<file path="src/rtl/cipher_pkg.sv">
// Shared letter-arithmetic definitions for the cipher machine datapaths.
// 5-bit letters a=0..z=25; code 31 marks an invalid letter on output.
package cipher_pkg;

  localparam int CHAR_W     = 5;
  localparam int ALPHA_SIZE = 26;
  localparam logic [CHAR_W-1:0] CHAR_INVALID = 5'd31;

  // (a - b) mod ALPHA_SIZE for in-range letters, via a 6-bit intermediate sum
  function automatic logic [CHAR_W-1:0] mod_sub(input logic [CHAR_W-1:0] a,
                                                input logic [CHAR_W-1:0] b);
    logic [CHAR_W:0] s;
    if (a >= b)
      s = {1'b0, a} - {1'b0, b};
    else
      s = {1'b0, a} + (CHAR_W+1)'(ALPHA_SIZE) - {1'b0, b};
    mod_sub = CHAR_W'(s);
  endfunction

endpackage

</file>
<file path="src/rtl/mod26_sub.sv">
// Combinational letter subtractor: diff = (a - b) mod alphabet, a_ok flags a in range.
// No state, no handshake; the encoder variant feeds it a negated key.
module mod26_sub
  import cipher_pkg::*;
#(
  parameter int ALPHA = ALPHA_SIZE
) (
  input  logic [CHAR_W-1:0] a,
  input  logic [CHAR_W-1:0] b,
  output logic [CHAR_W-1:0] diff,
  output logic              a_ok
);

  assign diff = mod_sub(a, b);
  assign a_ok = a < CHAR_W'(ALPHA);

endmodule

</file>
<file path="src/rtl/vigenere_decoder.sv">
// Streaming Vigenere decoder with a serially loaded key; one output register, latency 1.
// in_ready drops with no key, during key_clear, or while the held output is stalled.
module vigenere_decoder
  import cipher_pkg::*;
#(
  parameter int KEY_MAX = 8,
  parameter int ALPHA   = ALPHA_SIZE
) (
  input  logic                         clk,
  input  logic                         resetn,
  input  logic                         key_clear,
  input  logic                         key_wr,
  input  logic [CHAR_W-1:0]            key_char,
  input  logic                         msg_start,
  input  logic                         in_valid,
  output logic                         in_ready,
  input  logic [CHAR_W-1:0]            in_char,
  output logic                         out_valid,
  input  logic                         out_ready,
  output logic [CHAR_W-1:0]            out_char,
  output logic [$clog2(KEY_MAX+1)-1:0] key_len,
  output logic                         key_ovf,
  output logic                         bad_char
);

  localparam int KL_W  = $clog2(KEY_MAX+1);
  localparam int IDX_W = (KEY_MAX > 1) ? $clog2(KEY_MAX) : 1;
  localparam int DEPTH = 1 << IDX_W;

  logic [CHAR_W-1:0] key_buf [DEPTH];
  logic [IDX_W-1:0]  idx;
  logic [CHAR_W-1:0] dec_char;
  logic              in_ok;
  logic              key_ok;
  logic              has_key;
  logic              key_full;
  logic              in_xfer;
  logic              key_wr_ok;
  logic              idx_wrap;

  // NOKEY/RUN is simply key_len==0 vs key_len>0
  assign has_key   = key_len != '0;
  assign key_full  = key_len == KL_W'(KEY_MAX);
  assign key_ok    = key_char < CHAR_W'(ALPHA);
  assign in_ready  = has_key & ~key_clear & (~out_valid | out_ready);
  assign in_xfer   = in_valid & in_ready;
  assign key_wr_ok = key_wr & ~key_clear & ~key_full & key_ok;
  assign idx_wrap  = KL_W'(idx) == key_len - KL_W'(1);

  mod26_sub #(.ALPHA(ALPHA)) u_sub (
    .a    (in_char),
    .b    (key_buf[idx]),
    .diff (dec_char),
    .a_ok (in_ok)
  );

  always_ff @(posedge clk) begin
    if (key_wr_ok)
      key_buf[key_len[IDX_W-1:0]] <= key_char;
  end

  always_ff @(posedge clk or negedge resetn) begin
    if (!resetn) begin
      key_len   <= '0;
      idx       <= '0;
      out_valid <= 1'b0;
      out_char  <= '0;
      key_ovf   <= 1'b0;
      bad_char  <= 1'b0;
    end else begin
      if (key_clear) begin
        key_len  <= '0;
        idx      <= '0;
        key_ovf  <= 1'b0;
        bad_char <= 1'b0;
      end else begin
        if (key_wr_ok)
          key_len <= key_len + KL_W'(1);
        if (key_wr & key_full)
          key_ovf <= 1'b1;
        if ((key_wr & ~key_ok) | (in_xfer & ~in_ok))
          bad_char <= 1'b1;
        // a letter accepted alongside msg_start still used the old idx
        if (msg_start)
          idx <= '0;
        else if (in_xfer & in_ok)
          idx <= idx_wrap ? '0 : idx + IDX_W'(1);
      end

      // a pending output survives key_clear and drains normally
      if (in_xfer) begin
        out_valid <= 1'b1;
        out_char  <= in_ok ? dec_char : CHAR_INVALID;
      end else if (out_ready) begin
        out_valid <= 1'b0;
      end
    end
  end

endmodule

</file>
<file path="config.mk">
export PLATFORM = sky130hd
export DESIGN_NAME = vigenere_decoder
export DESIGN_NICKNAME = d
export VERILOG_FILES = /design/src/rtl/cipher_pkg.sv /design/src/rtl/mod26_sub.sv /design/src/rtl/vigenere_decoder.sv
export SDC_FILE = /design/constraint.sdc
export NUM_CORES = 1
export LEC_CHECK = 0
export BUFFER_PORTS_ARGS = -buffer_cell sky130_fd_sc_hd__buf_2
export CAP_MARGIN = 5
export CORE_ASPECT_RATIO = 1.1
export CORE_UTILIZATION = 60
export DETAILED_ROUTE_END_ITERATION = 12
export PLACE_DENSITY = 0.81
export REMOVE_ABC_BUFFERS = 1
export SETUP_SLACK_MARGIN = 0.05
export SKIP_LAST_GASP = 1
export SLEW_MARGIN = 20
export SYNTH_ARGS = -nofsm -noshare
export SYNTH_HDL_FRONTEND = slang
export SYNTH_SLANG_ARGS = --single-unit
</file>
<file path="constraint.sdc">
create_clock -name clk -period 8 [get_ports clk]
set_clock_uncertainty 0.2 [all_clocks]
set_input_delay 1.6 -clock clk [delete_from_list [all_inputs] [get_ports clk]]
set_output_delay 1.6 -clock clk [all_outputs]
set_load 0.005 [all_outputs]
</file>
==> Implementation_results.wiki, run 1 <==
{| class="wikitable"
! Metric !! Value
|-
| Crit share post-route || 49.62%
|-
| Flop and latch count out of synthesis || 55
|-
| Average wire per standard cell || 17.34 µm
|-
| Min-Delay Path Class || flip-flop to flip-flop
|-
| Number of synthesized flops with an enable pin || 40
|-
| First-pass iteration count of the detailed router || 4
|-
| Remaining antenna violation count after routing || 0
|-
| Setup Buffers After CTS || 0
|-
| Non-filler cells, final || 289
|-
| Xor-xnor portion of the synthesized cell area || 2.493%
|-
| Post-DR vias/cell || 6.028
|-
| Horizontal extent of the die || 67.25 µm
|-
| Wire length of the first global-routing pass || 8.066 mm
|-
| Post-detail-place hpwl || 3.784 mm
|-
| Instance count after placement with tap cells included || 281
|-
| Maximum achievable frequency || 251.9 MHz
|-
| Clock-pin slew on the worst setup and hold paths || 0.10 ns
|-
| Final-layout worst hold slack || 0.3104 ns
|-
| Number of nets in the final layout || 268
|-
| CP startpoint kind || input pin
|-
| Most frequently used cell type in the post-synthesis netlist || edfxtp_1
|-
| Diode insertion count for antenna repair || 0
|-
| Worst path cell trace || buf_2 > nor2b_1 > nor3_1 > buf_2
|-
| Adder-cell area share of the yosys netlist || 8.638%
|-
| Initial detailed-routing violation count || 65
|-
| Number of maximum-capacitance constraint violations || 0
|-
| Global router's overall resource usage || 22.63%
|-
| Final number of hold-violating endpoints || 0
|-
| Endpoint of the worst register-to-register path || out_char[3]
|-
| Proportion of register bits with asynchronous set or reset after synthesis || 27.27%
|-
| Prevailing post-synth register cell || edfxtp_1
|-
| Worst r2r path cells || 10
|-
| Die span in y || 73.78 µm
|-
| Quantity of gates resized following cts || 0
|-
| RSZ-0062 raised after global routing || no
|-
| Bufs on Longest Clock Path || 2
|-
| Critical path required time || 6.20 ns
|-
| Hold-fix buffers, CTS || 0
|-
| Worst path most repeated cell || buf_2
|-
| Via count of the first global-routing pass || 1733
|-
| Max stage delay cell, worst path || nor2b_1
|-
| Clock insertion delay at the later pin of the skew report || 0.29 ns
|-
| Commonest cells in the synthesized netlist || edfxtp_1, nor2_1, dfrtp_1, inv_1, ha_1
|-
| Core Rows || 25
|-
| Source of the worst register-to-register timing path || idx[0]
|-
| Netlist area before placement || 2810 µm²
|-
| Endpoint kind of the worst setup timing path || primary output
|-
| Largest family of logic cells by synthesized area || simple AND/OR/NAND/NOR gates
|-
| Hold Startpoint || out_char[3]
|-
| Share of cells above drive strength 1 || 22.98%
|-
| End of the worst hold path || out_char[3]
|-
| Part of the Yosys area used for sequential elements || 56.10%
|-
| Largest driver fanout on the critical path || 3
|-
| Total wirelength of the detailed-routed design || 5.010 mm
|-
| Die Footprint || 4961 µm²
|-
| Result of the run || finished, final reports clean
|-
| Critical Path AT || 2.17 ns
|-
| Reg-to-reg slack, setup || 4.45 ns
|-
| Power density over cell area || 182.7 nW/µm²
|-
| Complex-gate fraction of the synthesized area || 7.435%
|-
| Setup_tns || 0 ns
|-
| Vias after detailed routing || 1742
|-
| Fill cell instance count of the final layout || 307
|-
| Number of primary I/O pins || 30
|-
| Maximum number of pins on one net before global-route repair || 19
|-
| TritonCTS clock tree || yes
|-
| Final critical delay including setup and external delays || 3.969 ns
|-
| Normalized max-slew margin || 47.82%
|-
| Number of distinct library cells after synthesis || 44
|-
| Number of warning messages in the yosys log || 0
|-
| Starting utilization of the core area || 63.72%
|-
| Number of cells produced by synthesis || 206
|-
| Measured slew at the worst slew-check pin || 0.7827 ns
|-
| Area growth from synthesis to layout || 9.484%
|-
| Placer congestion estimate || 0.8353
|-
| Count of buffers from port buffering || 29
|-
| Depth of the worst hold-timing path || 1
|-
| Peak supply drop || 0.1881 mV
|-
| Cts bufs inserted || 5
|-
| Root Buffer || clkbuf_8
|-
| Clock sink count || 55
|-
| Remaining routing DRC violations || 0
|-
| Area share of the leading cell type in the synthesized netlist || 42.74%
|-
| Simple-gate share of the synthesized area || 11.93%
|-
| Mean Syn Cell Area || 13.64 µm²
|-
| Standby leakage power || 1.212 nW
|-
| Final count of pins violating max slew || 0
|-
| Most area-consuming cells after synthesis || edfxtp_1, dfrtp_1, mux4_2, ha_1, fa_1
|-
| Final setup fails || 0
|-
| Top cell type by total area after synthesis || edfxtp_1
|-
| Core Area || 4410 µm²
|-
| CP Class || input pin to primary output
|-
| Count of H-tree levels built during CTS || 2
|-
| Fraction of synthesized area in multiplexers || 10.20%
|-
| Remaining global-route overflow || 0
|-
| Largest stage delay, worst path || 0.26 ns
|-
| Initial antenna violation count || 0
|}
## layout make-up
class	count	area (µm²)	area share, %
repair buffers	29	145.1	4.717
clock inverters	3	22.52	0.7320
flip-flops and latches	55	1577	51.24
multi-input cells	129	1144	37.17
well taps	54	67.56	2.196
clock buffers	5	68.82	2.237
inverters	14	52.55	1.708
## worst max-delay path by stage
stage | start | end | slack, ns | cells past startpoint
6_report | out_ready | in_ready | 4.03 | 4
3_5_place_dp | out_ready | in_ready | 4.04 | 4
5_1_grt | out_ready | in_ready | 3.97 | 4
2_1_floorplan | out_ready | in_ready | 4.29 | 2
3_3_place_gp | out_ready | in_ready | 4.05 | 4
4_1_cts | out_ready | in_ready | 4.04 | 4
## layout by cell type (no fill, tap or decap), types with 4 or more instances in the layout
| cell | n |
|---|---|
| nor2_1 | 18 |
| clkbuf_8 | 5 |
| mux2i_1 | 5 |
| ha_1 | 13 |
| dfrtp_1 | 15 |
| a21oi_1 | 6 |
| nand2_1 | 8 |
| nand3b_1 | 5 |
| mux4_2 | 10 |
| fa_1 | 4 |
| buf_2 | 29 |
| nor3_1 | 6 |
| o21ai_0 | 5 |
| inv_1 | 14 |
| or3_1 | 4 |
| xnor2_1 | 5 |
| edfxtp_1 | 40 |
## sequential cells by signal (all words and copies together), names as in the netlist
signal and count:
out_char 5, key_buf 40, bad_char 1, idx 3, key_len 4, key_ovf 1, out_valid 1
## report_power, final
part	internal (mW)	total, mW	switching [mW]	leakage [nW]
clock	0.0629	0.151	0.0878	0.0485
combinational	0.0395	0.0837	0.0442	0.609
sequential	0.320	0.328	0.00783	0.554
total	0.422	0.562	0.140	1.21
## stage by stage
stage | utilization, % | setup slack (ns) | cell area [µm²] | power, mW
floorplan | - | 4.288 | 2773 | 0.3846
global placement | 67.69 | 4.054 | 2985 | 0.4162
detailed placement | 67.69 | 4.041 | 2985 | 0.4188
CTS | 69.76 | 4.036 | 3077 | 0.5679
global route | 69.76 | 3.971 | 3077 | 0.5927
finish | 69.76 | 4.031 | 3077 | 0.5621
## per-layer routing
metal | part of all wire (%) | GRT usage [%] | up-vias
met3 | 3.1 | 3.727 | 2
met5 | 0 | 0 | -
li1 | - | - | 820
met1 | 43 | 29.44 | 883
met4 | 0.40 | 4.492 | 0
met2 | 53 | 39.78 | 37
## worst max-delay path: cells and delay by family
family                 cells  cell delay, ns
and+or+nand+nor            2            0.34
buffers and inverters      2            0.22
## logic make-up after synthesis
logic type | count (synthesis)
AOI/OAI and AO/OA | 30
adders and majority gates | 17
and+or+nand+nor | 58
muxes | 16
DFF | 55
buffers and inverters | 22
xor gates and xnor gates | 8
No activity file was read; power rests on OpenSTA's default activity.
==> inputs of run 2 (changes only) <==
- CORE_UTILIZATION: 60 -> 58
- PLACE_DENSITY: 0.81 -> 0.79
- clock period: 8 -> 3.83 ns (I/O delays scaled with it)
==> run 2 against run 1 <==
First-iteration DRC count is 52% higher. Core utilization fell by 2.8 points. Flip-flop and latch count unchanged. Count of clock-buffer cells in the layout stayed put. Sequential share of layout area down 0.60 points. Register-to-register slack got worse by 4.0 ns. Worst setup slack got worse by 3.5 ns.
==> Implementation_results.wiki, run 2 (synthesis results as in run 1) <==
{| class="wikitable"
! Metric !! Value
|-
| Result of the run || finished, final reports clean
|-
| Standby leakage power || 1.235 nW (+1.9%)
|-
| Wire length of the first global-routing pass || 8.142 mm (+0.94%)
|-
| Average wire per standard cell || 17.66 µm (+1.9%)
|-
| Count of H-tree levels built during CTS || 2 (unchanged)
|-
| Remaining routing DRC violations || 0 (unchanged)
|-
| Diode insertion count for antenna repair || 0 (unchanged)
|-
| Leading cell type in the layout, fill and taps excluded || edfxtp_1
|-
| TritonCTS clock tree || yes
|-
| Clock sink count || 55 (unchanged)
|-
| Global router's overall resource usage || 23.18% (+0.55 points)
|-
| Endpoint kind of the worst setup timing path || flip-flop
|-
| Finished Core Util || 66.92% (-2.8 points)
|-
| Die span in y || 75.01 µm (+1.7%)
|-
| Critical Path AT || 3.37 ns (+1.20 ns)
|-
| Remaining global-route overflow || 0 (unchanged)
|-
| Horizontal extent of the die || 68.37 µm (+1.7%)
|-
| Placer congestion estimate || 0.8072 (-3.4%)
|-
| Critical path required time || 3.87 ns (-2.33 ns)
|-
| Via count of the first global-routing pass || 1666 (-3.9%)
|-
| Share of cells above drive strength 1 || 24.27% (+1.3 points)
|-
| Quantity of gates resized following cts || 0 (unchanged)
|-
| Min-Delay Path Class || input pin to async pin
|-
| Remaining antenna violation count after routing || 0 (unchanged)
|-
| RSZ-0062 raised after global routing || no
|-
| Number of nets in the final layout || 272 (+1.5%)
|-
| Final setup fails || 0 (unchanged)
|-
| Initial detailed-routing violation count || 99 (+52%)
|-
| Vias after detailed routing || 1750 (+0.46%)
|-
| Leading cell types in the layout, fill and taps excluded || edfxtp_1, buf_2, nor2_1, dfrtp_1, inv_1
|-
| Hold-fix buffers, CTS || 0 (unchanged)
|-
| Area growth from synthesis to layout || 10.77%
|-
| First-pass iteration count of the detailed router || 4 (unchanged)
|-
| Reg-to-reg slack, setup || 0.49 ns (-3.96 ns)
|-
| Largest driver fanout on the critical path || 10 (+7)
|-
| Normalized max-slew margin || 59.60% (+12 points)
|-
| Area used by multi-input combinational logic || 1144 µm² (unchanged)
|-
| CP Class || flip-flop to flip-flop
|-
| Count of buffers from port buffering || 29 (unchanged)
|-
| Maximum number of pins on one net before global-route repair || 20 (+1)
|-
| Fill cell instance count of the final layout || 346 (+13%)
|-
| Maximum achievable frequency || 299.8 MHz
|-
| Number of maximum-capacitance constraint violations || 0 (unchanged)
|-
| Largest register FFs || 40 (unchanged)
|-
| Setup_tns || 0 ns (unchanged)
|-
| Clock insertion delay at the later pin of the skew report || 0.31 ns (+0.02 ns)
|-
| Core Area || 4652 µm² (+5.5%)
|-
| Crit share post-route || 87.10%
|-
| Clock-pin slew on the worst setup and hold paths || 0.10 ns (about the same)
|-
| Final number of hold-violating endpoints || 0 (unchanged)
|-
| Cts bufs inserted || 5 (unchanged)
|-
| Source of the worst register-to-register timing path || idx[0]
|-
| Final count of pins violating max slew || 0 (unchanged)
|-
| Number of primary I/O pins || 30 (unchanged)
|-
| Die Footprint || 5128 µm² (+3.4%)
|-
| Measured slew at the worst slew-check pin || 0.6038 ns (-0.1789 ns)
|-
| Worst r2r path cells || 9 (-1)
|-
| Initial antenna violation count || 0 (unchanged)
|-
| Root Buffer || clkbuf_8
|-
| Register area || 1577 µm² (unchanged)
|-
| Setup Buffers After CTS || 0 (unchanged)
|-
| Endpoint of the worst register-to-register path || out_char[2]
|-
| Final-layout worst hold slack || 0.1438 ns (-0.1665 ns)
|-
| CP startpoint kind || flip-flop
|-
| Bufs on Longest Clock Path || 2 (unchanged)
|-
| Starting utilization of the core area || 60.41% (-3.3 points)
|-
| Final critical delay including setup and external delays || 3.336 ns
|-
| Peak supply drop || 0.3018 mV (+60%)
|-
| Core Rows || 26 (+4.0%)
|-
| Power density over cell area || 384.5 nW/µm² (+110%)
|-
| Total wirelength of the detailed-routed design || 5.210 mm (+4.0%)
|-
| Post-DR vias/cell || 5.932 (-1.6%)
|-
| Post-detail-place hpwl || 3.808 mm (+0.63%)
|}
run 2: final cells by class:
class | count | area share, %
clock buffer | 5 | 2.211
sequential | 55 | 50.64
inverter | 14 | 1.688
timing repair buffer | 33 | 5.627
multi-input combinational | 129 | 36.74
tap | 56 | 2.251
clock inverter | 3 | 0.8441
run 2: power breakdown:
group | total [mW] | switching (mW) | internal (mW)
clock network | 0.335 | 0.199 | 0.136
registers | 0.684 | 0.0155 | 0.668
logic | 0.178 | 0.0942 | 0.0842
total | 1.20 | 0.308 | 0.889
run 2: worst max-delay path by stage:
stage,from,endpoint,slack (ns),cells past startpoint
2_1_floorplan,idx[0],out_char[2],0.64,9
4_1_cts,idx[0],out_char[2],0.45,9
3_5_place_dp,idx[0],out_char[2],0.47,9
3_3_place_gp,idx[0],out_char[2],0.53,9
6_report,idx[0],out_char[2],0.49,9
5_1_grt,idx[0],out_char[2],0.20,9
run 2: through the flow:
step | total power [mW] | std cells | setup slack, ns | instance area (µm²)
after CTS | 1.207 | 295 | 0.4544 | 3113
after floorplan | 0.8033 | 198 | 0.6360 | 2773
after detailed placement | 0.8766 | 287 | 0.4689 | 3018
after global routing | 1.249 | 295 | 0.2021 | 3113
final | 1.197 | 295 | 0.4942 | 3113
after global placement | 0.8708 | 287 | 0.5296 | 3018
run 2: worst max-delay path, cell delays in order, from the launching register on:
cell	delay, ns
dfrtp_1	0.71
mux4_2	0.58
mux2i_1	0.38
inv_1	0.08
ha_1	0.34
o21a_1	0.12
o31a_1	0.13
o21a_1	0.23
or3_1	0.31
a31oi_1	0.18
run 2: layer usage:
| metal | track usage (%) | up-vias | wire length (µm) |
|---|---|---|---|
| met4 | 11.34 | 0 | 138 |
| met5 | 0 | - | 0 |
| li1 | - | 833 | - |
| met2 | 38.13 | 54 | 2597 |
| met3 | 4.394 | 14 | 257 |
| met1 | 29.43 | 849 | 2215 |
==> inputs of run 3 (changes only) <==
- ABC_AREA: default -> 1
- CORE_UTILIZATION: 58 -> 60
- PLACE_DENSITY: 0.79 -> 0.81
- clock period: 3.83 -> 3.9 ns (I/O delays scaled with it)
==> run 3 against run 2 <==
Total power is 12% higher. Non-clock buffer count is 3 lower. Flip-flop and latch count stayed put. Routed wire length is 11% higher. Worst hold slack better by 0.0082 ns. Synthesized area is 4.5% higher. Critical endpoint is now out_char[3]. Largest power group unchanged.
==> Implementation_results.wiki, run 3 <==
{| class="wikitable"
! Metric !! Value
|-
| Result of the run || finished, final reports clean
|-
| Complex-gate fraction of the synthesized area || 9.800% (+2.4 points)
|-
| Number of primary I/O pins || 30 (unchanged)
|-
| Number of distinct library cells after synthesis || 33 (-25%)
|-
| Leading cell types in the layout, fill and taps excluded || nand2_1, nor2_1, edfxtp_1, inv_1, buf_2
|-
| Fraction of synthesized area in multiplexers || 0% (-10 points)
|-
| Critical Path AT || 3.18 ns (-0.19 ns)
|-
| Quantity of gates resized following cts || 0 (unchanged)
|-
| Remaining routing DRC violations || 0 (unchanged)
|-
| Number of nets in the final layout || 381 (+40%)
|-
| Max stage delay cell, worst path || dfrtp_1
|-
| Clock sink count || 55 (unchanged)
|-
| Largest driver fanout on the critical path || 23 (+13)
|-
| Most frequently used cell type in the post-synthesis netlist || nand2_1
|-
| Top cell type by total area after synthesis || edfxtp_1
|-
| Kind of cell adding the most delay to the critical path || adder cells
|-
| Post-detail-place hpwl || 4.393 mm (+15%)
|-
| Starting utilization of the core area || 62.69% (+2.3 points)
|-
| Count of buffers from port buffering || 29 (unchanged)
|-
| TritonCTS clock tree || yes
|-
| Via count of the first global-routing pass || 1896 (+14%)
|-
| Clock insertion delay at the later pin of the skew report || 0.31 ns (about the same)
|-
| Horizontal extent of the die || 68.71 µm (+0.50%)
|-
| CP Buf/Inv Count || 6 (+5)
|-
| Total power draw || 1.343 mW (+12%)
|-
| Final count of pins violating max slew || 0 (unchanged)
|-
| Total wirelength of the detailed-routed design || 5.799 mm (+11%)
|-
| Critical path required time || 3.93 ns (+0.06 ns)
|-
| Core Area || 4684 µm² (+0.70%)
|-
| Die Footprint || 5179 µm² (+0.99%)
|-
| Final setup fails || 0 (unchanged)
|-
| Area growth from synthesis to layout || 11.21%
|-
| Netlist area before placement || 2937 µm² (+4.5%)
|-
| Worst path setup slack after routing || 0.7453 ns (+0.2511 ns)
|-
| Maximum achievable frequency || 317.0 MHz (+5.7%)
|-
| Post-placement worst setup slack || 0.7617 ns (+0.2928 ns)
|-
| Most area-consuming cells after synthesis || edfxtp_1, dfrtp_1, nand2_1, nor2_1, ha_1
|-
| Number of warning messages in the yosys log || 0 (unchanged)
|-
| Largest register FFs || 40 (unchanged)
|-
| Count of H-tree levels built during CTS || 2 (unchanged)
|-
| Reg-to-reg slack, setup || 0.75 ns (+0.25 ns)
|-
| Instance count after placement with tap cells included || 396 (+38%)
|-
| Largest stage delay, worst path || 0.51 ns (-0.20 ns)
|-
| Standby leakage power || 1.489 nW (+21%)
|-
| Min-Delay Path Class || input pin to async pin
|-
| Setup_tns || 0 ns (unchanged)
|-
| Area share of the leading cell type in the synthesized netlist || 40.90% (-1.8 points)
|-
| Worst path cell trace || inv_2 > o21ai_0 > o22ai_1 > inv_1 > o21ai_2 > inv_1 > ha_1 > inv_1 > ha_1 > inv_1 > fa_1 > xor2_1 > nand3_1 > nand3_1 > nand2_1 > inv_1
|-
| Number of maximum-capacitance constraint violations || 0 (unchanged)
|-
| Leading cell type in the layout, fill and taps excluded || nand2_1
|-
| Placer congestion estimate || 0.8985 (+11%)
|-
| Hold-fix buffers, CTS || 0 (unchanged)
|-
| Worst path most repeated cell || inv_1
|-
| Initial detailed-routing violation count || 104 (+5.1%)
|-
| CP startpoint kind || flip-flop
|-
| Cts bufs inserted || 5 (unchanged)
|-
| Largest family of logic cells by synthesized area || simple AND/OR/NAND/NOR gates
|-
| Final critical delay including setup and external delays || 3.155 ns (-0.1811 ns)
|-
| Setup Buffers After CTS || 0 (unchanged)
|-
| Maximum number of pins on one net before global-route repair || 24 (+20%)
|-
| Number of cells produced by synthesis || 315 (+53%)
|-
| Clock-pin slew on the worst setup and hold paths || 0.10 ns (about the same)
|-
| Global router's overall resource usage || 24.82% (+1.6 points)
|-
| Share of cells above drive strength 1 || 15.80% (-8.5 points)
|-
| Final number of hold-violating endpoints || 0 (unchanged)
|-
| Diode insertion count for antenna repair || 0 (unchanged)
|-
| Simple-gate share of the synthesized area || 20.84% (+8.9 points)
|-
| RSZ-0062 raised after global routing || no
|-
| First-pass iteration count of the detailed router || 4 (unchanged)
|-
| Average wire per standard cell || 14.35 µm (-19%)
|-
| Wire length of the first global-routing pass || 8.866 mm (+8.9%)
|-
| Peak supply drop || 0.2898 mV (-4.0%)
|-
| Initial antenna violation count || 0 (unchanged)
|-
| Part of the Yosys area used for sequential elements || 53.69% (-2.4 points)
|-
| Remaining global-route overflow || 0 (unchanged)
|-
| Non-filler cells, final || 404 (+37%)
|-
| Root Buffer || clkbuf_8
|-
| Crit share post-route || 80.89% (-6.2 points)
|-
| Number of synthesized flops with an enable pin || 40 (unchanged)
|-
| Bufs on Longest Clock Path || 2 (unchanged)
|-
| Vias after detailed routing || 2184 (+25%)
|-
| Power density over cell area || 411.2 nW/µm² (+6.9%)
|-
| Proportion of register bits with asynchronous set or reset after synthesis || 27.27% (unchanged)
|-
| Adder-cell area share of the yosys netlist || 8.266% (-0.37 points)
|-
| Flop and latch count out of synthesis || 55 (unchanged)
|-
| Xor-xnor portion of the synthesized cell area || 0.5965% (-1.9 points)
|-
| Core Rows || 26 (unchanged)
|-
| Die span in y || 75.38 µm (+0.49%)
|-
| Normalized max-slew margin || 58.39% (-1.2 points)
|-
| Measured slew at the worst slew-check pin || 0.6194 ns (+0.01564 ns)
|-
| Prevailing post-synth register cell || edfxtp_1
|-
| Commonest cells in the synthesized netlist || nand2_1, nor2_1, edfxtp_1, inv_1, o21ai_0
|-
| Remaining antenna violation count after routing || 0 (unchanged)
|-
| CP Class || flip-flop to flip-flop
|-
| Mean Syn Cell Area || 9.322 µm² (-32%)
|-
| Endpoint kind of the worst setup timing path || flip-flop
|-
| Post-DR vias/cell || 5.406 (-8.9%)
|}
-- run 3: final timing paths --
path | from | to | cells past startpoint
setup / recovery | idx[0] | out_char[3] | 16
hold / removal | resetn | out_valid | 1
setup reg to reg | idx[0] | out_char[3] | 16
hold reg to reg | key_ovf | key_ovf | 2
max in group asynchronous | resetn | key_len[3] | 1
min in group clk | key_ovf | key_ovf | 2
-- run 3: cells by family after synthesis --
| group | after synthesis |
|---|---|
| AOI/OAI and AO/OA | 50 |
| DFF | 55 |
| xor gates and xnor gates | 2 |
| buffers and inverters | 50 |
| adders and majority gates | 17 |
| and+or+nand+nor | 141 |
-- run 3: layout make-up --
type | instances | area, µm²
Clock buffer | 5 | 68.82
Clock inverter | 3 | 67.56
Fill cell | 370 | 1419
Inverter | 45 | 170.2
Multi-Input combinational cell | 210 | 1160
Sequential cell | 55 | 1577
Tap cell | 56 | 70.07
Timing Repair Buffer | 30 | 152.6
-- run 3: report_power, final --
part	leakage [nW]	internal, mW	total [mW]	switching, mW
Clock	0.0644	0.256	0.437	0.182
Combinational	0.872	0.0948	0.228	0.134
Sequential	0.553	0.661	0.677	0.0164
Total	1.49	1.01	1.34	0.332
-- run 3: metrics by stage --
step | util [%] | hold slack [ns] | instance area [µm²]
global placement | 66.80 | 0.3026 | 3129
floorplan | - | 0.2844 | 2907
CTS | 69.71 | 0.1557 | 3266
global route | 69.71 | 0.1664 | 3266
detailed placement | 66.80 | 0.3155 | 3129
finish | 69.71 | 0.1520 | 3266
-- run 3: per-layer routing --
layer  vias to the layer above  global-route usage [%]  wire [µm]
li1                       1102                       -          -
met1                       976                   32.42       2480
met2                        88                   37.80       2716
met3                        18                   5.389        404
met4                         0                   15.65        198
met5                         -                       0          0
